`src/rtl/lights_out_timer.sv`:
```
// Start-line lights-out timer: random start delay, jump-start detection and
// driver reaction-time measurement with binary and BCD results.
module lights_out_timer #(
    parameter int TICKS_PER_MS = 50000,
    parameter int MIN_DELAY_MS = 200,
    parameter int PRBS_WIDTH   = 16,
    parameter int DELAY_BITS   = 11
) (
    input  logic                  i_clk,
    input  logic                  i_arstN,
    input  logic                  i_startDelay,
    input  logic [PRBS_WIDTH-1:0] i_prbs,
    input  logic                  i_button,
    output logic                  o_delayComplete,
    output logic                  o_lightsOut,
    output logic                  o_jumpStart,
    output logic [13:0]           o_reactionMs,
    output logic [15:0]           o_reactionBcd,
    output logic                  o_valid
);

    localparam int PW = (TICKS_PER_MS > 1) ? $clog2(TICKS_PER_MS) : 1;
    localparam logic [PW-1:0] PRESC_LAST = PW'(TICKS_PER_MS - 1);
    // The cycle that samples the start rise counts as the first prescaler tick.
    localparam logic [PW-1:0] PRESC_START = (TICKS_PER_MS > 1) ? PW'(1) : '0;
    localparam logic [13:0] MS_SAT = 14'd9999;

    typedef enum logic [1:0] {IDLE, DELAY, MEASURE, CONVERT} state_t;

    state_t state, state_next;

    logic          start_q, button_q;
    logic          start_rise, button_rise;
    logic [PW-1:0] presc;
    logic          wrap;
    logic [11:0]   ms_left;
    logic [11:0]   delay_load;
    logic [13:0]   react_cnt;
    logic [13:0]   bin_sr;
    logic [15:0]   bcd_sr;
    logic [29:0]   dd_next;
    logic [3:0]    iter;
    logic          prbs_unused;

    logic load_run, jump, delay_done, hit, timeout, conv_last;

    function automatic logic [13:0] sat_inc(input logic [13:0] v);
        return (v >= MS_SAT) ? MS_SAT : v + 14'd1;
    endfunction

    function automatic logic [3:0] add3(input logic [3:0] d);
        return (d >= 4'd5) ? d + 4'd3 : d;
    endfunction

    function automatic logic [29:0] dd_step(input logic [29:0] v);
        logic [29:0] a;
        a        = v;
        a[17:14] = add3(a[17:14]);
        a[21:18] = add3(a[21:18]);
        a[25:22] = add3(a[25:22]);
        a[29:26] = add3(a[29:26]);
        return {a[28:0], 1'b0};
    endfunction

    assign start_rise  = i_startDelay & ~start_q;
    assign button_rise = i_button & ~button_q;
    assign wrap        = (presc == PRESC_LAST);
    assign delay_load  = 12'(MIN_DELAY_MS) + 12'(i_prbs[DELAY_BITS-1:0]);
    assign dd_next     = dd_step({bcd_sr, bin_sr});
    assign prbs_unused = ^i_prbs;

    always_ff @(posedge i_clk or negedge i_arstN) begin
        if (!i_arstN) begin
            state <= IDLE;
        end else begin
            state <= state_next;
        end
    end

    always_comb begin
        state_next = state;
        unique case (state)
            IDLE:    if (load_run) state_next = DELAY;
            DELAY: begin
                if (!i_startDelay || jump) state_next = IDLE;
                else if (delay_done)       state_next = MEASURE;
            end
            MEASURE: if (hit || timeout) state_next = CONVERT;
            CONVERT: if (conv_last) state_next = IDLE;
        endcase
    end

    // Jump start beats the final wrap; an FSM abort beats both.
    always_comb begin
        load_run   = 1'b0;
        jump       = 1'b0;
        delay_done = 1'b0;
        hit        = 1'b0;
        timeout    = 1'b0;
        conv_last  = 1'b0;
        unique case (state)
            IDLE: load_run = start_rise;
            DELAY: begin
                if (i_startDelay) begin
                    jump       = button_rise;
                    delay_done = !button_rise && wrap && (ms_left <= 12'd1);
                end
            end
            MEASURE: begin
                hit     = button_rise;
                timeout = !button_rise && (react_cnt == MS_SAT);
            end
            CONVERT: conv_last = (iter == 4'd13);
        endcase
    end

    always_ff @(posedge i_clk or negedge i_arstN) begin
        if (!i_arstN) begin
            start_q         <= 1'b0;
            button_q        <= 1'b0;
            presc           <= '0;
            ms_left         <= '0;
            react_cnt       <= '0;
            bin_sr          <= '0;
            bcd_sr          <= '0;
            iter            <= '0;
            o_delayComplete <= 1'b0;
            o_lightsOut     <= 1'b0;
            o_jumpStart     <= 1'b0;
            o_reactionMs    <= '0;
            o_reactionBcd   <= '0;
            o_valid         <= 1'b0;
        end else begin
            start_q         <= i_startDelay;
            button_q        <= i_button;
            o_delayComplete <= jump | delay_done;
            unique case (state)
                IDLE: begin
                    if (load_run) begin
                        ms_left     <= delay_load;
                        presc       <= PRESC_START;
                        o_valid     <= 1'b0;
                        o_jumpStart <= 1'b0;
                    end
                end
                DELAY: begin
                    presc <= wrap ? '0 : presc + 1'b1;
                    if (wrap && ms_left != 12'd0) ms_left <= ms_left - 12'd1;
                    if (jump) begin
                        o_jumpStart  <= 1'b1;
                        o_reactionMs <= '0;
                    end
                    if (delay_done) begin
                        presc     <= '0;
                        react_cnt <= '0;
                    end
                end
                MEASURE: begin
                    // Timing starts from the first cycle the lights are out.
                    if (o_lightsOut) begin
                        presc <= wrap ? '0 : presc + 1'b1;
                        if (wrap) react_cnt <= sat_inc(react_cnt);
                    end
                    if (hit || timeout) begin
                        o_lightsOut  <= 1'b0;
                        o_reactionMs <= react_cnt;
                        bin_sr       <= react_cnt;
                        bcd_sr       <= '0;
                        iter         <= '0;
                    end else begin
                        o_lightsOut <= 1'b1;
                    end
                end
                CONVERT: begin
                    {bcd_sr, bin_sr} <= dd_next;
                    iter             <= iter + 4'd1;
                    if (conv_last) begin
                        o_reactionBcd <= dd_next[29:14];
                        o_valid       <= 1'b1;
                    end
                end
            endcase
        end
    end

endmodule

```
`config.mk`:
```
export PLATFORM = sky130hd
export DESIGN_NAME = lights_out_timer
export DESIGN_NICKNAME = d
export VERILOG_FILES = /design/src/rtl/lights_out_timer.sv
export SDC_FILE = /design/constraint.sdc
export NUM_CORES = 1
export LEC_CHECK = 0
export CORE_MARGIN = 5
export CORE_UTILIZATION = 55
export CTS_CLUSTER_DIAMETER = 120
export DETAILED_ROUTE_END_ITERATION = 10
export HOLD_SLACK_MARGIN = 0.06
export PLACE_DENSITY = 0.83
export SYNTH_ARGS = -nofsm -noshare
export SYNTH_HDL_FRONTEND = slang
export SYNTH_SLANG_ARGS = --single-unit
```
`constraint.sdc`:
```
create_clock -name i_clk -period 2.8 [get_ports i_clk]
set_clock_uncertainty 0.2 [all_clocks]
set_input_delay 0.7 -clock i_clk [delete_from_list [all_inputs] [get_ports i_clk]]
set_output_delay 0.7 -clock i_clk [all_outputs]
set_load 0.03 [all_outputs]
```
==> parameters.txt, run 1 <==
Parameter                              Value

Finish
  Antenna cell count ... 0
  Layout cell share with drive strength beyond 1 ... 11.8%
  Post-layout instance count excluding filler cells ... 867
  Fill cell count ... 806
  Number of nets in the finished design ... 755
  Area of the multi-input gates ... 3040 sq um
  Commonest non-fill, non-tap cell in the layout ... sky130_fd_sc_hd__dfrtp_1
  Reg area ... 2850 sq um
  Area growth from synthesis to layout ... 22.8%
  Leading cell types in the layout, fill and taps excluded ... 114 x sky130_fd_sc_hd__dfrtp_1, 74 x sky130_fd_sc_hd__o21ai_0, 72 x sky130_fd_sc_hd__nand2_1, 47 x sky130_fd_sc_hd__clkdlybuf4s50_1, 37 x sky130_fd_sc_hd__buf_4
  Final Core Density ... 69.1%

STA
  Minimum clock period after layout ... 2.60 ns
  RSZ-0062 raised after global routing ... no
  Share of the clock period used by the worst path ... 92.8%
  Number of setup violations in the final report ... 0
  Fmax ... 0.385 GHz
  Number of pins exceeding their max-slew limit in the final report ... 0
  Count of final hold-check violations ... 0
  Max-slew headroom at the worst pin ... 56.8%
  Actual slew at the worst max-slew pin ... 0.648 ns

Global routing
  Number of global-route vias before repair ... 5,337
  GRT Residual Overflow ... 0
  Total routing usage reported by global routing ... 23.5%
  First-pass GRT wire length ... 24.9 mm
  Number of antenna violations at the first check in global routing ... 0
  Pin count of the biggest net entering global routing ... 74

Floorplanning
  Number of top-level pins ... 54
  Number of rows in the core area ... 38
  Die area ... 13,300 sq um
  Starting density of the core ... 56.3%
  Total core area ... 10,900 sq um
  Die Ht ... 116 microns
  Die width ... 116 microns

Power and ir drop
  Leakage Power ... 3.19 nW
  Total power density per cell area ... 692 nW/um^2
  Worst IR drop on VDD ... 0.411 mV

Worst setup path
  Buf+Inv Stages, Crit Path ... 1
  Family of cells with the greatest summed delay on the critical path ... simple AND/OR/NAND/NOR gates
  Critical-path cell list ... ha_1, nand4b_1, nor4_4, buf_4, and3_1, o21ai_0, o32a_1
  Critical path's largest stage delay ... 0.43 ns
  Req. time, crit path ... 3.00 ns
  Total stage count of the critical path ... 7
  Kind of start point of the critical path ... flip-flop
  Crit-path max FO ... 23
  Arrival time at the worst endpoint ... 2.80 ns
  Worst setup path class ... reg2reg
  Reg2Reg Depth ... 7
  Critical-path cell with the highest stage delay ... sky130_fd_sc_hd__dfrtp_1
  Endpoint kind of the worst setup timing path ... flip-flop
  R2R setup slack ... 0.20 ns

Placement
  IO Port Bufs ... 48
  Half-perimeter wire length after placement ... 10.2 mm
  DP Cell Count ... 834
  Routability-driven placement congestion ratio ... 0.885

Logic synthesis
  Post-Syn Nets ... 683
  EDFF count, synth ... 0
  Most frequently used flop master after synthesis ... sky130_fd_sc_hd__dfrtp_1
  Syn. warnings ... 0
  Avg Cell Area, Syn ... 9.54 sq um
  Netlist area before placement ... 6120 sq um
  Sequential fraction of the synthesis area ... 46.6%
  Post-synthesis cell type count ... 61
  Number of synthesized register bits ... 114
  Cell count after synthesis ... 642
  Fraction of registers with async set/reset ... 100%

Clock network
  CTS Sinks ... 114
  H-tree depth ... 4
  Latest clock arrival within the worst-skew pair ... 0.53 ns
  CTS tree ... yes
  Buffer type at the clock tree root ... sky130_fd_sc_hd__clkbuf_8
  Setup Fix Bufs, Post-CTS ... 0
  Clock buffer count from CTS ... 17
  Deepest clock path buffer count ... 2
  Clock edge transition at the registers on the reported setup and hold paths ... 0.05 ns

Routing
  Met2 wire length ... 7.23 mm
  Routed length per instance ... 17.0 microns
  Routed vias ... 5,359
  Pre-Repair DR Iteration Count ... 5
  Post-detailed-route via-to-cell ratio ... 6.18
  Met1 Wirelength ... 6.36 mm
  Detailed-routed wire length on met3 ... 741 microns
  Wire length reported by the detailed router ... 14.7 mm
  DRC violations left ... 0
  Number of design-rule violations left by the first detailed-router iteration ... 414
  Final ANT Viol Nets ... 0
  Uppermost routed layer ... met4

Job
  Number of max-cap violations ... 0

Min path
  Worst Hold Depth ... 2
  Class of the worst hold path ... reg2reg

Status
  Result of the run ... complete, no violations
-- worst reg2reg max path, delay by kind of cell (launching register included) --
family / cells / cell delay [ns]
buf+inv: 1 / 0.33
compound gates: 2 / 0.45
fa+ha+maj: 1 / 0.25
flops: 1 / 0.43
simple gates: 3 / 0.82
-- stage by stage --
stage	hold slack, ns	setup WS [ns]	power, mW	instance area, sq um	setup TNS [ns]
CTS	0.283	0.208	5.21	7520	0
global placement	0.261	0.0257	3.14	6950	0
floorplan	0.204	0.411	2.70	6120	0
global route	0.309	0.0196	5.47	7520	0
detailed placement	0.271	-0.000723	3.20	6950	-0.000723
finish	0.278	0.201	5.20	7520	0
-- final timing paths --
path | start | endpoint
hold / removal | o_reactionBcd[13]$_DFFE_PN0P_ | o_reactionBcd[13]$_DFFE_PN0P_
hold reg to reg | o_reactionBcd[13]$_DFFE_PN0P_ | o_reactionBcd[13]$_DFFE_PN0P_
max in group asynchronous | i_arstN | o_reactionBcd[9]$_DFFE_PN0P_
setup / recovery | presc[0]$_DFFE_PN0P_ | state[0]$_DFFE_PN0P_
min in group asynchronous | i_arstN | o_reactionMs[6]$_DFFE_PN0P_
setup reg to reg | presc[0]$_DFFE_PN0P_ | state[0]$_DFFE_PN0P_
-- where the power goes --
group	total, mW	internal (mW)	switching, mW
registers	1.90	1.76	0.136
logic	1.31	0.545	0.760
clock network	2.00	1.26	0.738
-- area by class of cell --
class / instances / area share (%)
multi-input cells: 468 / 40.4
clock buffers: 23 / 6.34
well taps: 140 / 2.33
repair buffers: 87 / 10.6
inverters: 26 / 1.30
clock inverters: 9 / 1.06
flip-flops and latches: 114 / 37.9
-- repair_timing --
item,in CTS,in global routing
resized for setup,0,1
hold endpoints to repair,114,0
hold buffers,1,0
endpoints found under the setup margin,0,4
-- routing by layer --
layer	GRT usage [%]	up-vias
li1	-	2532
met1	29.1	2610
met4	12.8	0
met5	0	-
met2	38.1	177
met3	5.74	40
-- cells by family (layout without fill, tap and decap cells) --
logic type	Yosys count	count (layout)	share of synthesized area, %
AO/OA/AOI/OAI	202	202	22.2
XOR/XNOR	10	10	1.43
adder cells (fa/ha/maj)	21	21	4.29
buffers and inverters	60	145	3.78
flip-flops	114	114	46.6
multiplexers	24	24	4.07
AND/OR/NAND/NOR	211	211	17.6
-- cell usage after synthesis, types with 2 or more instances --
library cell                instances  area share, %
sky130_fd_sc_hd__dfrtp_1          114             47
sky130_fd_sc_hd__o21ai_0           74            6.0
sky130_fd_sc_hd__nand2_1           73            4.5
sky130_fd_sc_hd__nor2_1            29            1.8
sky130_fd_sc_hd__nand3_1           27            2.2
sky130_fd_sc_hd__clkbuf_1          26            1.6
sky130_fd_sc_hd__inv_1             26            1.6
sky130_fd_sc_hd__a21oi_1           24            2.0
sky130_fd_sc_hd__a22o_1            21            3.0
sky130_fd_sc_hd__ha_1              21            4.3
sky130_fd_sc_hd__mux2i_1           17            2.8
sky130_fd_sc_hd__nor3_1            14            1.1
sky130_fd_sc_hd__o22ai_1           12            1.2
sky130_fd_sc_hd__and3_1            11            1.1
sky130_fd_sc_hd__a31oi_1           10            1.0
sky130_fd_sc_hd__nand4_1           10            1.0
sky130_fd_sc_hd__nor3b_1           10            1.2
sky130_fd_sc_hd__a211oi_1           8           0.98
sky130_fd_sc_hd__nor4_1             8           0.82
sky130_fd_sc_hd__mux2_2             7            1.3
sky130_fd_sc_hd__xnor2_1            7            1.0
sky130_fd_sc_hd__a2bb2oi_1          6           0.86
sky130_fd_sc_hd__a41oi_1            6           0.86
sky130_fd_sc_hd__nand2b_1           6           0.61
sky130_fd_sc_hd__a211o_1            5           0.71
sky130_fd_sc_hd__buf_2              5           0.41
sky130_fd_sc_hd__o211ai_1           5           0.61
sky130_fd_sc_hd__and2_1             4           0.41
sky130_fd_sc_hd__nor2b_1            4           0.41
sky130_fd_sc_hd__o22a_1             4           0.57
sky130_fd_sc_hd__or3_1              4           0.41
sky130_fd_sc_hd__a221o_1            3           0.49
sky130_fd_sc_hd__buf_1              3           0.18
sky130_fd_sc_hd__xor2_1             3           0.43
sky130_fd_sc_hd__a21o_1             2           0.25
sky130_fd_sc_hd__a311oi_1           2           0.29
sky130_fd_sc_hd__a31o_2             2           0.29
sky130_fd_sc_hd__nand4bb_1          2           0.37
sky130_fd_sc_hd__nor4_4             2           0.69
sky130_fd_sc_hd__o2111a_1           2           0.37
sky130_fd_sc_hd__o21a_1             2           0.25
sky130_fd_sc_hd__o32a_1             2           0.33
-- sequential cells by signal, indices dropped and copies added (netlist names), 4 cells and up, named ones only --
name and count:
bcd_sr 16, bin_sr 14, iter 4, ms_left 12
o_reactionBcd 16, o_reactionMs 14, presc 16, react_cnt 14
Power figures use the tool's default switching activity.
==> run 2, diff against run 1 <==
--- a/config.mk
+++ b/config.mk
@@ -11,6 +11,7 @@
 export DETAILED_ROUTE_END_ITERATION = 10
 export HOLD_SLACK_MARGIN = 0.06
 export PLACE_DENSITY = 0.83
+export RECOVER_POWER = 25
 export SYNTH_ARGS = -nofsm -noshare
 export SYNTH_HDL_FRONTEND = slang
 export SYNTH_SLANG_ARGS = --single-unit
==> run 2 against run 1 <==
Against the previous run:
- critical path depth stayed put
- non-clock buffer count unchanged
- sequential power is essentially flat
- first-iteration DRC count is 11% higher
- die area unchanged
- combinational power hardly changed
- fmax fell by 0.11%
- critical endpoint unchanged
==> parameters.txt, run 2 (synthesis gave the netlist of run 1 again) <==
Parameter                              Value

STA
  Share of the clock period used by the worst path ... 92.9%
  Number of pins exceeding their max-slew limit in the final report ... 0
  Count of final hold-check violations ... 0
  Max-slew headroom at the worst pin ... 33.7%
  Actual slew at the worst max-slew pin ... 0.995 ns
  Post-route worst hold slack ... 0.278 ns
  RSZ-0062 raised after global routing ... no
  Minimum clock period after layout ... 2.60 ns
  Number of setup violations in the final report ... 0
  Fmax ... 0.384 GHz

Placement
  Post-place instance area ... 6950 sq um
  IO Port Bufs ... 48
  Routability-driven placement congestion ratio ... 0.885
  Half-perimeter wire length after placement ... 10.2 mm
  DP Cell Count ... 834

Routing
  Post-detailed-route via-to-cell ratio ... 6.18
  Wire length reported by the detailed router ... 14.7 mm
  Routed length per instance ... 16.9 microns
  DRC violations left ... 0
  Number of design-rule violations left by the first detailed-router iteration ... 458
  Pre-Repair DR Iteration Count ... 5
  Routed vias ... 5,362
  Final ANT Viol Nets ... 0

Finish
  Number of nets in the finished design ... 755
  Largest registers in the final layout ... bcd_sr: 16 flops, o_reactionBcd: 16 flops, presc: 16 flops
  Design Area, Final ... 7490 sq um
  Post-layout instance count excluding filler cells ... 867
  Antenna cell count ... 0
  Leading cell types in the layout, fill and taps excluded ... 114 x sky130_fd_sc_hd__dfrtp_1, 74 x sky130_fd_sc_hd__o21ai_0, 72 x sky130_fd_sc_hd__nand2_1, 45 x sky130_fd_sc_hd__clkdlybuf4s50_1, 36 x sky130_fd_sc_hd__buf_4
  Commonest non-fill, non-tap cell in the layout ... sky130_fd_sc_hd__dfrtp_1
  Area growth from synthesis to layout ... 22.3%
  Layout cell share with drive strength beyond 1 ... 11.7%

Floorplanning
  Number of top-level pins ... 54
  Number of rows in the core area ... 38
  Die area ... 13,300 sq um
  Die Ht ... 116 microns
  Starting density of the core ... 56.3%
  Die width ... 116 microns
  Total core area ... 10,900 sq um

Global routing
  Pin count of the biggest net entering global routing ... 74
  Number of antenna violations at the first check in global routing ... 0
  Number of global-route vias before repair ... 5,337
  Total routing usage reported by global routing ... 23.5%
  GRT Residual Overflow ... 0
  GR met1 Demand/Resource ... 29.1%
  First-pass GRT wire length ... 24.9 mm
  GR peak layer ... met2
  Global routing usage on met3 ... 5.74%
  Met2 capacity usage during global routing ... 38.1%

Worst setup path
  Family of cells with the greatest summed delay on the critical path ... simple AND/OR/NAND/NOR gates
  Critical-path cell list ... ha_1, nand4b_1, nor4_4, buf_4, and3_1, o21ai_0, o32a_1
  Buf+Inv Stages, Crit Path ... 1
  Req. time, crit path ... 3.00 ns
  Critical path's largest stage delay ... 0.43 ns
  Arrival time at the worst endpoint ... 2.81 ns
  Capturing point of the worst reg2reg path ... state[0]$_DFFE_PN0P_
  Crit-path max FO ... 23
  Critical-path cell with the highest stage delay ... sky130_fd_sc_hd__dfrtp_1
  Origin of the critical flop-to-flop path ... presc[0]$_DFFE_PN0P_
  Worst setup path class ... reg2reg
  Kind of start point of the critical path ... flip-flop
  Endpoint kind of the worst setup timing path ... flip-flop
  R2R setup slack ... 0.20 ns
  Reg2Reg Depth ... 7

Clock network
  Buffer type at the clock tree root ... sky130_fd_sc_hd__clkbuf_8
  Latest clock arrival within the worst-skew pair ... 0.53 ns
  CTS Sinks ... 114
  Clock edge transition at the registers on the reported setup and hold paths ... 0.05 ns
  Deepest clock path buffer count ... 2
  Clock buffer count from CTS ... 17
  Setup Fix Bufs, Post-CTS ... 0
  H-tree depth ... 4
  CTS tree ... yes

Min path
  Worst Hold Depth ... 2
  Worst Hold Launch ... o_reactionBcd[13]$_DFFE_PN0P_
  Class of the worst hold path ... reg2reg
  Hold path endpoint ... o_reactionBcd[13]$_DFFE_PN0P_

Power and ir drop
  Leakage Power ... 3.18 nW
  Worst IR drop on VDD ... 0.412 mV
  Total power density per cell area ... 693 nW/um^2

Job
  Number of max-cap violations ... 0

Status
  Result of the run ... complete, no violations
## run 2: layer usage
layer  wire, microns  share of wire (%)
met5               0                  0
met1            6310                 43
met3             722                4.9
met4             397                2.7
met2            7230                 49
## run 2: worst max path at each step
stage | startpoint | end | slack (ns) | cells past startpoint
global placement | i_startDelay | presc[9]$_DFFE_PN0P_ | 0.03 | 6
finish | presc[0]$_DFFE_PN0P_ | state[0]$_DFFE_PN0P_ | 0.20 | 7
global route | presc[0]$_DFFE_PN0P_ | react_cnt[12]$_DFFE_PN0P_ | 0.02 | 7
CTS | o_lightsOut$_DFFE_PN0P_ | o_lightsOut | 0.21 | 1
detailed placement | i_startDelay | presc[9]$_DFFE_PN0P_ | -0.0007 | 6
floorplan | state[0]$_DFFE_PN0P_ | react_cnt[3]$_DFFE_PN0P_ | 0.41 | 8
## run 2: final cells by class
cell class,count,area (sq um)
flip-flops and latches,114,2850
clock buffers,23,477
clock inverters,9,80.1
repair buffers,87,767
fillers,812,3400
inverters,26,97.6
multi-input cells,468,3040
well taps,140,175
## run 2: stage by stage
stage	utilization, %	power (mW)	setup WS, ns	setup TNS [ns]
detailed placement	63.9	3.20	-0.000723	-0.000723
global placement	63.9	3.14	0.0257	0
floorplan	-	2.70	0.411	0
global route	68.8	5.46	0.0196	0
CTS	69.1	5.21	0.208	0
finish	68.8	5.19	0.198	0
## run 2: timing repair
action,in CTS,in global routing
setup endpoints to repair,0,4
hold buffers,1,0
hold endpoints to repair,114,0
gates resized for setup,0,1
## run 2: worst register-to-register path, delay by kind of cell (launching register included)
family	cells	cell delay (ns)
adders and majority gates	1	0.25
AOI/OAI and AO/OA	2	0.45
and+or+nand+nor	3	0.82
DFF	1	0.43
buffers and inverters	1	0.33
## run 2: report_power, final
part | internal (mW) | total, mW | switching [mW]
logic | 0.540 | 1.30 | 0.759
registers | 1.76 | 1.90 | 0.136
clock network | 1.26 | 2.00 | 0.735
total | 3.56 | 5.19 | 1.63
